<file path="config.mk">
export PLATFORM = sky130hd
export DESIGN_NAME = key_access_ctrl_flat
export DESIGN_NICKNAME = d
export VERILOG_FILES = /design/src/rtl/key_access_pkg.sv /design/src/rtl/key_access_ctrl_if.sv /design/src/rtl/key_access_ctrl_rr_arbiter2.sv /design/src/rtl/key_access_ctrl.sv /design/src/flat_wrapper.sv
export SDC_FILE = /design/constraint.sdc
export NUM_CORES = 1
export LEC_CHECK = 0
export BUFFER_PORTS_ARGS = -buffer_cell sky130_fd_sc_hd__buf_4
export CAP_MARGIN = 20
export CORE_MARGIN = 2
export CORE_UTILIZATION = 40
export CTS_BUF_LIST = sky130_fd_sc_hd__clkbuf_8
export DETAILED_ROUTE_END_ITERATION = 12
export PLACE_DENSITY_LB_ADDON = 0.3
export SYNTH_ARGS = -nofsm -noshare
export SYNTH_HDL_FRONTEND = slang
export SYNTH_SLANG_ARGS = --single-unit
export TNS_END_PERCENT = 30
</file>
<file path="constraint.sdc">
create_clock -name Clk -period 5.04 [get_ports Clk]
set_clock_uncertainty 0.1 [all_clocks]
set_input_delay 1.008 -clock Clk [delete_from_list [all_inputs] [get_ports Clk]]
set_output_delay 1.008 -clock Clk [all_outputs]
set_load 0.05 [all_outputs]
</file>
<file path="src/rtl/key_access_pkg.sv">
// Shared types and defaults for the serial-key access controller.
// Optional build macro used by the controller: ACCESS_TIMEOUT_EN.
package key_access_pkg;

    typedef enum logic [2:0] {
        IDLE,
        KEY,
        CHECK,
        ACTIVE,
        LOCKOUT
    } state_t;

    localparam int         DEF_KEY_LEN     = 4;
    localparam logic [3:0] DEF_KEY_VALUE   = 4'b1010;
    localparam int         DEF_MAX_FAIL    = 3;
    localparam int         DEF_LOCK_CYCLES = 16;
    localparam int         DEF_TIMEOUT     = 32;

    // Width needed to hold a failure count from 0 up to max_fail inclusive.
    function automatic int fail_cnt_w(input int max_fail);
        return $clog2(max_fail + 1);
    endfunction

endpackage

</file>
<file path="src/rtl/key_access_ctrl_if.sv">
// Bundle of key-entry, datapath-request and status signals for key_access_ctrl.
//
// Handshake semantics:
//   - InputKey is only meaningful in a cycle where BitValid=1; each such cycle
//     is one accepted bit while a key attempt is in progress (no back-pressure).
//   - Req[i]/Grant[i] form a hold-until-release request: a requester keeps
//     Req[i]=1 for as long as it needs the datapath, Grant[i] stays 1 until
//     Req[i] drops, and the grant is never taken away while Req[i] is held
//     (only Logout, timeout or Reset end it).
//   - Start, Logout are single-cycle-or-longer level commands sampled on Clk.
interface key_access_ctrl_if
    import key_access_pkg::*;
#(
    parameter int MAX_FAIL = DEF_MAX_FAIL
);
    logic                              Start;
    logic                              BitValid;
    logic                              InputKey;
    logic                              Logout;
    logic [1:0]                        Req;
    logic                              Active;
    logic                              Mode;
    logic [1:0]                        Grant;
    logic                              Locked;
    logic                              AuthFail;
    logic [fail_cnt_w(MAX_FAIL)-1:0]   FailCnt;
    state_t                            state_dbg;

    modport master (
        output Start, BitValid, InputKey, Logout, Req,
        input  Active, Mode, Grant, Locked, AuthFail, FailCnt, state_dbg
    );

    modport slave (
        input  Start, BitValid, InputKey, Logout, Req,
        output Active, Mode, Grant, Locked, AuthFail, FailCnt, state_dbg
    );

endinterface

</file>
<file path="src/rtl/key_access_ctrl_rr_arbiter2.sv">
// Two-requester round-robin arbiter: a grant is held until its request drops,
// then passes straight to the other requester if it is waiting.
module rr_arbiter2 (
    input  logic       Clk,
    input  logic       Reset,
    input  logic       Enable,
    input  logic [1:0] Req,
    output logic [1:0] Grant,
    output logic       Mode
);
    logic       last;
    logic [1:0] next_grant;

    // Choose the next owner: keep a held grant, otherwise serve whoever asks,
    // breaking a tie in favour of the requester that was not served last.
    always_comb begin
        next_grant = 2'b00;
        if (Grant[0] && Req[0]) begin
            next_grant = 2'b01;
        end else if (Grant[1] && Req[1]) begin
            next_grant = 2'b10;
        end else begin
            case (Req)
                2'b01:   next_grant = 2'b01;
                2'b10:   next_grant = 2'b10;
                2'b11:   next_grant = last ? 2'b01 : 2'b10;
                default: next_grant = 2'b00;
            endcase
        end
    end

    // Register grant, last-served pointer and Mode; Enable low drops the grant
    // but leaves Mode and the pointer untouched.
    always_ff @(posedge Clk or posedge Reset) begin
        if (Reset) begin
            Grant <= 2'b00;
            last  <= 1'b1;
            Mode  <= 1'b0;
        end else if (!Enable) begin
            Grant <= 2'b00;
        end else begin
            Grant <= next_grant;
            if (next_grant != 2'b00) begin
                last <= next_grant[1];
                Mode <= next_grant[1];
            end
        end
    end

endmodule

</file>
<file path="src/rtl/key_access_ctrl.sv">
// Serial-key access controller: frames a key, counts failures, enforces a
// timed lockout and, once unlocked, arbitrates the datapath between two
// requesters. Optional macro ACCESS_TIMEOUT_EN adds an idle auto-logout.
module key_access_ctrl
    import key_access_pkg::*;
#(
    parameter int                 KEY_LEN     = DEF_KEY_LEN,
    parameter logic [KEY_LEN-1:0] KEY_VALUE   = KEY_LEN'(DEF_KEY_VALUE),
    parameter int                 MAX_FAIL    = DEF_MAX_FAIL,
    parameter int                 LOCK_CYCLES = DEF_LOCK_CYCLES,
    parameter int                 TIMEOUT     = DEF_TIMEOUT
) (
    input  logic              Clk,
    input  logic              Reset,
    key_access_ctrl_if.slave  bus
);
    localparam int FCW = fail_cnt_w(MAX_FAIL);
    localparam int BCW = $clog2(KEY_LEN + 1);
    localparam int LCW = $clog2(LOCK_CYCLES + 1);

    if (TIMEOUT < 1 || LOCK_CYCLES < 1 || MAX_FAIL < 1) begin : g_bad_params
        $error("key_access_ctrl: TIMEOUT, LOCK_CYCLES and MAX_FAIL must be >= 1");
    end

    state_t             state;
    logic [KEY_LEN-1:0] shreg;
    logic [BCW-1:0]     bit_cnt;
    logic [FCW-1:0]     fail_cnt;
    logic [LCW-1:0]     lock_cnt;
    logic               active;
    logic               locked;
    logic               auth_fail;
    logic               timeout_hit;
    logic               arb_enable;

`ifdef ACCESS_TIMEOUT_EN
    localparam int TCW = $clog2(TIMEOUT + 1);
    logic [TCW-1:0] idle_cnt;
    logic           idle_now;

    assign idle_now    = (state == ACTIVE) && (bus.Grant == 2'b00) && (bus.Req == 2'b00);
    assign timeout_hit = idle_now && (idle_cnt == TCW'(TIMEOUT - 1));

    // Count consecutive idle ACTIVE cycles; any request or grant restarts it.
    always_ff @(posedge Clk or posedge Reset) begin
        if (Reset) begin
            idle_cnt <= '0;
        end else if (!idle_now || timeout_hit) begin
            idle_cnt <= '0;
        end else begin
            idle_cnt <= idle_cnt + TCW'(1);
        end
    end
`else
    assign timeout_hit = 1'b0;
`endif

    // The grant must vanish on the same edge that leaves ACTIVE.
    assign arb_enable = (state == ACTIVE) && !bus.Logout && !timeout_hit;

    rr_arbiter2 u_arb (
        .Clk    (Clk),
        .Reset  (Reset),
        .Enable (arb_enable),
        .Req    (bus.Req),
        .Grant  (bus.Grant),
        .Mode   (bus.Mode)
    );

    // Main controller FSM with registered status outputs.
    always_ff @(posedge Clk or posedge Reset) begin
        if (Reset) begin
            state     <= IDLE;
            shreg     <= '0;
            bit_cnt   <= '0;
            fail_cnt  <= '0;
            lock_cnt  <= '0;
            active    <= 1'b0;
            locked    <= 1'b0;
            auth_fail <= 1'b0;
        end else begin
            auth_fail <= 1'b0;
            case (state)
                IDLE: begin
                    if (bus.Start) begin
                        state   <= KEY;
                        shreg   <= '0;
                        bit_cnt <= '0;
                    end
                end
                KEY: begin
                    if (bus.Start) begin
                        shreg   <= '0;
                        bit_cnt <= '0;
                    end else if (bus.BitValid) begin
                        shreg   <= (shreg << 1) | KEY_LEN'(bus.InputKey);
                        bit_cnt <= bit_cnt + BCW'(1);
                        if (bit_cnt == BCW'(KEY_LEN - 1)) begin
                            state <= CHECK;
                        end
                    end
                end
                CHECK: begin
                    if (shreg == KEY_VALUE) begin
                        state    <= ACTIVE;
                        active   <= 1'b1;
                        fail_cnt <= '0;
                    end else begin
                        auth_fail <= 1'b1;
                        fail_cnt  <= fail_cnt + FCW'(1);
                        if (fail_cnt == FCW'(MAX_FAIL - 1)) begin
                            state    <= LOCKOUT;
                            locked   <= 1'b1;
                            lock_cnt <= '0;
                        end else begin
                            state <= IDLE;
                        end
                    end
                end
                LOCKOUT: begin
                    if (lock_cnt == LCW'(LOCK_CYCLES - 1)) begin
                        state    <= IDLE;
                        locked   <= 1'b0;
                        fail_cnt <= '0;
                    end else begin
                        lock_cnt <= lock_cnt + LCW'(1);
                    end
                end
                ACTIVE: begin
                    if (bus.Logout || timeout_hit) begin
                        state  <= IDLE;
                        active <= 1'b0;
                    end
                end
                default: state <= IDLE;
            endcase
        end
    end

    assign bus.Active    = active;
    assign bus.Locked    = locked;
    assign bus.AuthFail  = auth_fail;
    assign bus.FailCnt   = fail_cnt;
    assign bus.state_dbg = state;

endmodule
</file>
<file path="src/flat_wrapper.sv">
// flat-port wrapper written by rule: the top's interface ports become plain ports
module key_access_ctrl_flat import key_access_pkg::*;
#(
    parameter int                 KEY_LEN     = DEF_KEY_LEN,
    parameter logic [KEY_LEN-1:0] KEY_VALUE   = KEY_LEN'(DEF_KEY_VALUE),
    parameter int                 MAX_FAIL    = DEF_MAX_FAIL,
    parameter int                 LOCK_CYCLES = DEF_LOCK_CYCLES,
    parameter int                 TIMEOUT     = DEF_TIMEOUT
)
  (Clk, Reset, bus_Start, bus_BitValid, bus_InputKey, bus_Logout, bus_Req, bus_Active, bus_Mode, bus_Grant, bus_Locked, bus_AuthFail, bus_FailCnt, bus_state_dbg);
  key_access_ctrl_if #(.MAX_FAIL(MAX_FAIL)) bus_i ();
  input  logic Clk;
  input  logic Reset;
  input wire logic [$bits(bus_i.Start)-1:0] bus_Start;
  input wire logic [$bits(bus_i.BitValid)-1:0] bus_BitValid;
  input wire logic [$bits(bus_i.InputKey)-1:0] bus_InputKey;
  input wire logic [$bits(bus_i.Logout)-1:0] bus_Logout;
  input wire logic [$bits(bus_i.Req)-1:0] bus_Req;
  output wire logic [$bits(bus_i.Active)-1:0] bus_Active;
  output wire logic [$bits(bus_i.Mode)-1:0] bus_Mode;
  output wire logic [$bits(bus_i.Grant)-1:0] bus_Grant;
  output wire logic [$bits(bus_i.Locked)-1:0] bus_Locked;
  output wire logic [$bits(bus_i.AuthFail)-1:0] bus_AuthFail;
  output wire logic [$bits(bus_i.FailCnt)-1:0] bus_FailCnt;
  output wire logic [$bits(bus_i.state_dbg)-1:0] bus_state_dbg;
  assign bus_i.Start = bus_Start;
  assign bus_i.BitValid = bus_BitValid;
  assign bus_i.InputKey = bus_InputKey;
  assign bus_i.Logout = bus_Logout;
  assign bus_i.Req = bus_Req;
  assign bus_Active = bus_i.Active;
  assign bus_Mode = bus_i.Mode;
  assign bus_Grant = bus_i.Grant;
  assign bus_Locked = bus_i.Locked;
  assign bus_AuthFail = bus_i.AuthFail;
  assign bus_FailCnt = bus_i.FailCnt;
  assign bus_state_dbg = bus_i.state_dbg;
  key_access_ctrl #(.KEY_LEN(KEY_LEN), .KEY_VALUE(KEY_VALUE), .MAX_FAIL(MAX_FAIL), .LOCK_CYCLES(LOCK_CYCLES), .TIMEOUT(TIMEOUT)) u_core (.Clk(Clk), .Reset(Reset), .bus(bus_i));
endmodule
</file>
==> metrics.yaml <==
status: "complete, but fails checks"
failed_checks: "DRC"
mostFrequentLayoutCells: "23 x sky130_fd_sc_hd__dfrtp_1, 18 x sky130_fd_sc_hd__buf_4, 10 x sky130_fd_sc_hd__inv_1, 7 x sky130_fd_sc_hd__nand2_1"
worstHoldStart: "u_core.lock_cnt[3]"
post_drt_via_cell_ratio: 5.52
layout_cells_sized_above_1_pct: 23.0
timing_worst_slew_pin_value_ns: 0.894
synth_edf_count: 0
tritoncts_clock_tree: "yes"
setup_bufs_post_cts: 0
detailed_place.area_sq_um: 1340
irDropWorstVdd_mv: 0.140
cts_hold_buf: 0
timing.setup.tns_ns: 0
worst_skew_late_latency_ns: 0.25
crit_reg_reg_endpoint: "u_core.lock_cnt[0]"
area_growth_syn_to_layout_pct: 15.8
clockRootBuffer: "sky130_fd_sc_hd__clkbuf_8"
synth-seq-cells: 24
routed_wire_length_per_instance_um: 13.8
largest_stage_delay_on_the_critical_path_ns: 0.68
final.period_utilization_pct: 46.4
numCtsBuffers: 3
netlist-cell-type-count: 41
n_fill_cell: 270
cts_num_sinks: 24
gp_routability_congestion: 0.738
postSynth.asyncResetShare_pct: 100
critical_path_class: "reg2out"
cellLeakagePower_nw: 0.682
cap_viol_max_count: 0
reg2reg_slack_ns: 2.93
mappedNetlistArea_sq_um: 1210
worst_setup_path_start_kind: "register"
cts_max_path_buffers: 2
dp.final_hpwl_um: 1580
drt.antenna.violating_nets: 0
grtUsageTotal_pct: 13.8
worst_path_max_delay_cell: "sky130_fd_sc_hd__dfrtp_1"
synth_warnings: 0
antenna_found_initial: 0
drtIter0Drc: 26
most_frequent_standard_cell_in_the_layout_excluding_fill_and_tap_cells: "sky130_fd_sc_hd__dfrtp_1"
totalWireLength_um: 2160
die_span_in_x_um: 58.9
top_level_i_o_count: 19
path_delay_family: "flip-flops"
drc: 1
via_count: 867
layout_min_cycle_time_ns: 2.34
worst_hold_path_cells: 1
core_area_sq_um: 2810
setup-violations-final: 0
buffer_ports.inserted: 18
slew_headroom_pct: 40.4
maxClockFrequency_ghz: 0.428
synth_flop_cell: "sky130_fd_sc_hd__dfrtp_1"
critical_path_data_required_time_ns: 3.93
min-delay-path-class: "reg2reg"
fp.dieH_um: 58.9
antenna_fix_cells: 0
rows: 19
worst_r2r_start: "u_core.lock_cnt[0]"
slew_viol_final: 0
setup_repair_after_global_routing_missed_its_margin: "false"
synth_cells: 109
design.die.area_sq_um: 3470
finalInstanceArea_sq_um: 1400
path_cells: "buf_4"
critical_path_peak_fanout: 15
yosysSeqAreaShare_pct: 49.8
timing.critical_path.to_type: "output port"
final_hold_viol_count: 0
wire_length_of_the_first_global_routing_pass_um: 3770
floorplan.initialDensity_pct: 43.0
ctsHtreeMaxLevel: 1
crit_arrival_ns: 1.23
mappedNetlistNets: 122
buf_inv_on_cp: 1
reg2regPathDepth: 6
clk_pin_slew_worst_paths_ns: 0.08
first_pass_iters: 8
grt_remaining_overflow: 0
grt_pass1_vias: 896
fin_nets: 140
power_per_cell_area_nw_per_um2: 537
post_cts.resized_instances: 0
holdPathEnd: "u_core.lock_cnt[3]"
grt_start_max_net_pins: 25
synthesis.area_per_instance_sq_um: 11.1
-- worst max-delay path by stage --
stage,end,slack (ns),depth (start not counted),startpoint
after floorplan,u_core.bit_cnt[0],3.07,4,bus_BitValid
after global placement,u_core.bit_cnt[0],2.95,4,bus_BitValid
after detailed placement,u_core.lock_cnt[0],2.92,6,u_core.lock_cnt[0]
after CTS,bus_state_dbg[0],2.70,1,u_core.bus.state_dbg[0]
after global routing,bus_state_dbg[0],2.63,1,u_core.bus.state_dbg[0]
final,bus_state_dbg[0],2.70,1,u_core.bus.state_dbg[0]
-- state kept, by name, summed over array words and instances, names as in the netlist --
| name | count |
|---|---|
| u_core.bus.FailCnt | 2 |
| u_core.bus.Locked | 1 |
| u_core.shreg | 4 |
| u_core.bus.AuthFail | 1 |
| u_core.u_arb.Mode | 1 |
| u_core.bus.Active | 1 |
| u_core.bit_cnt | 3 |
| u_core.bus.state_dbg | 3 |
| u_core.u_arb.last | 1 |
| u_core.lock_cnt | 5 |
| u_core.u_arb.Grant | 2 |
-- metal layers --
layer / global-route usage [%] / routed length (um) / vias up
met4: 1.95 / 16 / 0
li1: - / - / 424
met1: 18.0 / 1040 / 427
met3: 2.64 / 55 / 4
met2: 24.1 / 1050 / 12
met5: 0 / 0 / -
-- area by class of cell --
class | instances | area, sq um | share of cell area, %
multi-input cells | 70 | 529 | 37.9
flip-flops and latches | 24 | 602 | 43.1
repair buffers | 18 | 135 | 9.67
well taps | 31 | 38.8 | 2.78
inverters | 10 | 37.5 | 2.69
clock buffers | 4 | 55.1 | 3.94
-- per-stage QoR --
stage	util (%)	hold WS (ns)	power, W	setup slack [ns]	std cells
finish	49.8	0.383	0.000750	2.70	157
global route	49.8	0.416	0.000799	2.63	157
CTS	49.8	0.384	0.000757	2.70	157
detailed placement	47.9	0.372	0.000630	2.92	153
global placement	47.9	0.361	0.000618	2.95	153
floorplan	-	0.345	0.000551	3.07	109
-- kinds of logic (layout without fill, tap and decap cells) --
| logic type | Yosys count | count (layout) | share of synthesized area, % |
|---|---|---|---|
| compound gates | 27 | 27 | 15.4 |
| simple gates | 35 | 35 | 20.3 |
| fa+ha+maj | 5 | 5 | 5.18 |
| flops | 24 | 24 | 49.8 |
| buf+inv | 15 | 32 | 6.32 |
| mux | 3 | 3 | 2.90 |
-- report_power, final --
group	leakage [nW]	switching, W	internal (W)
registers	0.314	0.0000686	0.000247
clock network	0.0288	0.0000570	0.0000695
logic	0.339	0.000193	0.000115
total	0.682	0.000319	0.000432
-- synthesized netlist by cell type (2+ instances only) --
cell	count	area share, %
sky130_fd_sc_hd__ha_1	5	5.2
sky130_fd_sc_hd__o21ai_1	2	0.83
sky130_fd_sc_hd__a22o_1	6	4.4
sky130_fd_sc_hd__and3_1	3	1.6
sky130_fd_sc_hd__o21ai_0	2	0.83
sky130_fd_sc_hd__o22ai_1	3	1.6
sky130_fd_sc_hd__nand3_1	2	0.83
sky130_fd_sc_hd__buf_6	2	1.9
sky130_fd_sc_hd__mux2i_1	2	1.7
sky130_fd_sc_hd__nor2_1	6	1.9
sky130_fd_sc_hd__nand2_1	7	2.2
sky130_fd_sc_hd__nand3b_1	3	1.9
sky130_fd_sc_hd__inv_1	10	3.1
sky130_fd_sc_hd__dfrtp_1	23	48
sky130_fd_sc_hd__a31oi_1	3	1.6
sky130_fd_sc_hd__a21oi_1	5	2.1
(Power assumes the default switching activity.)
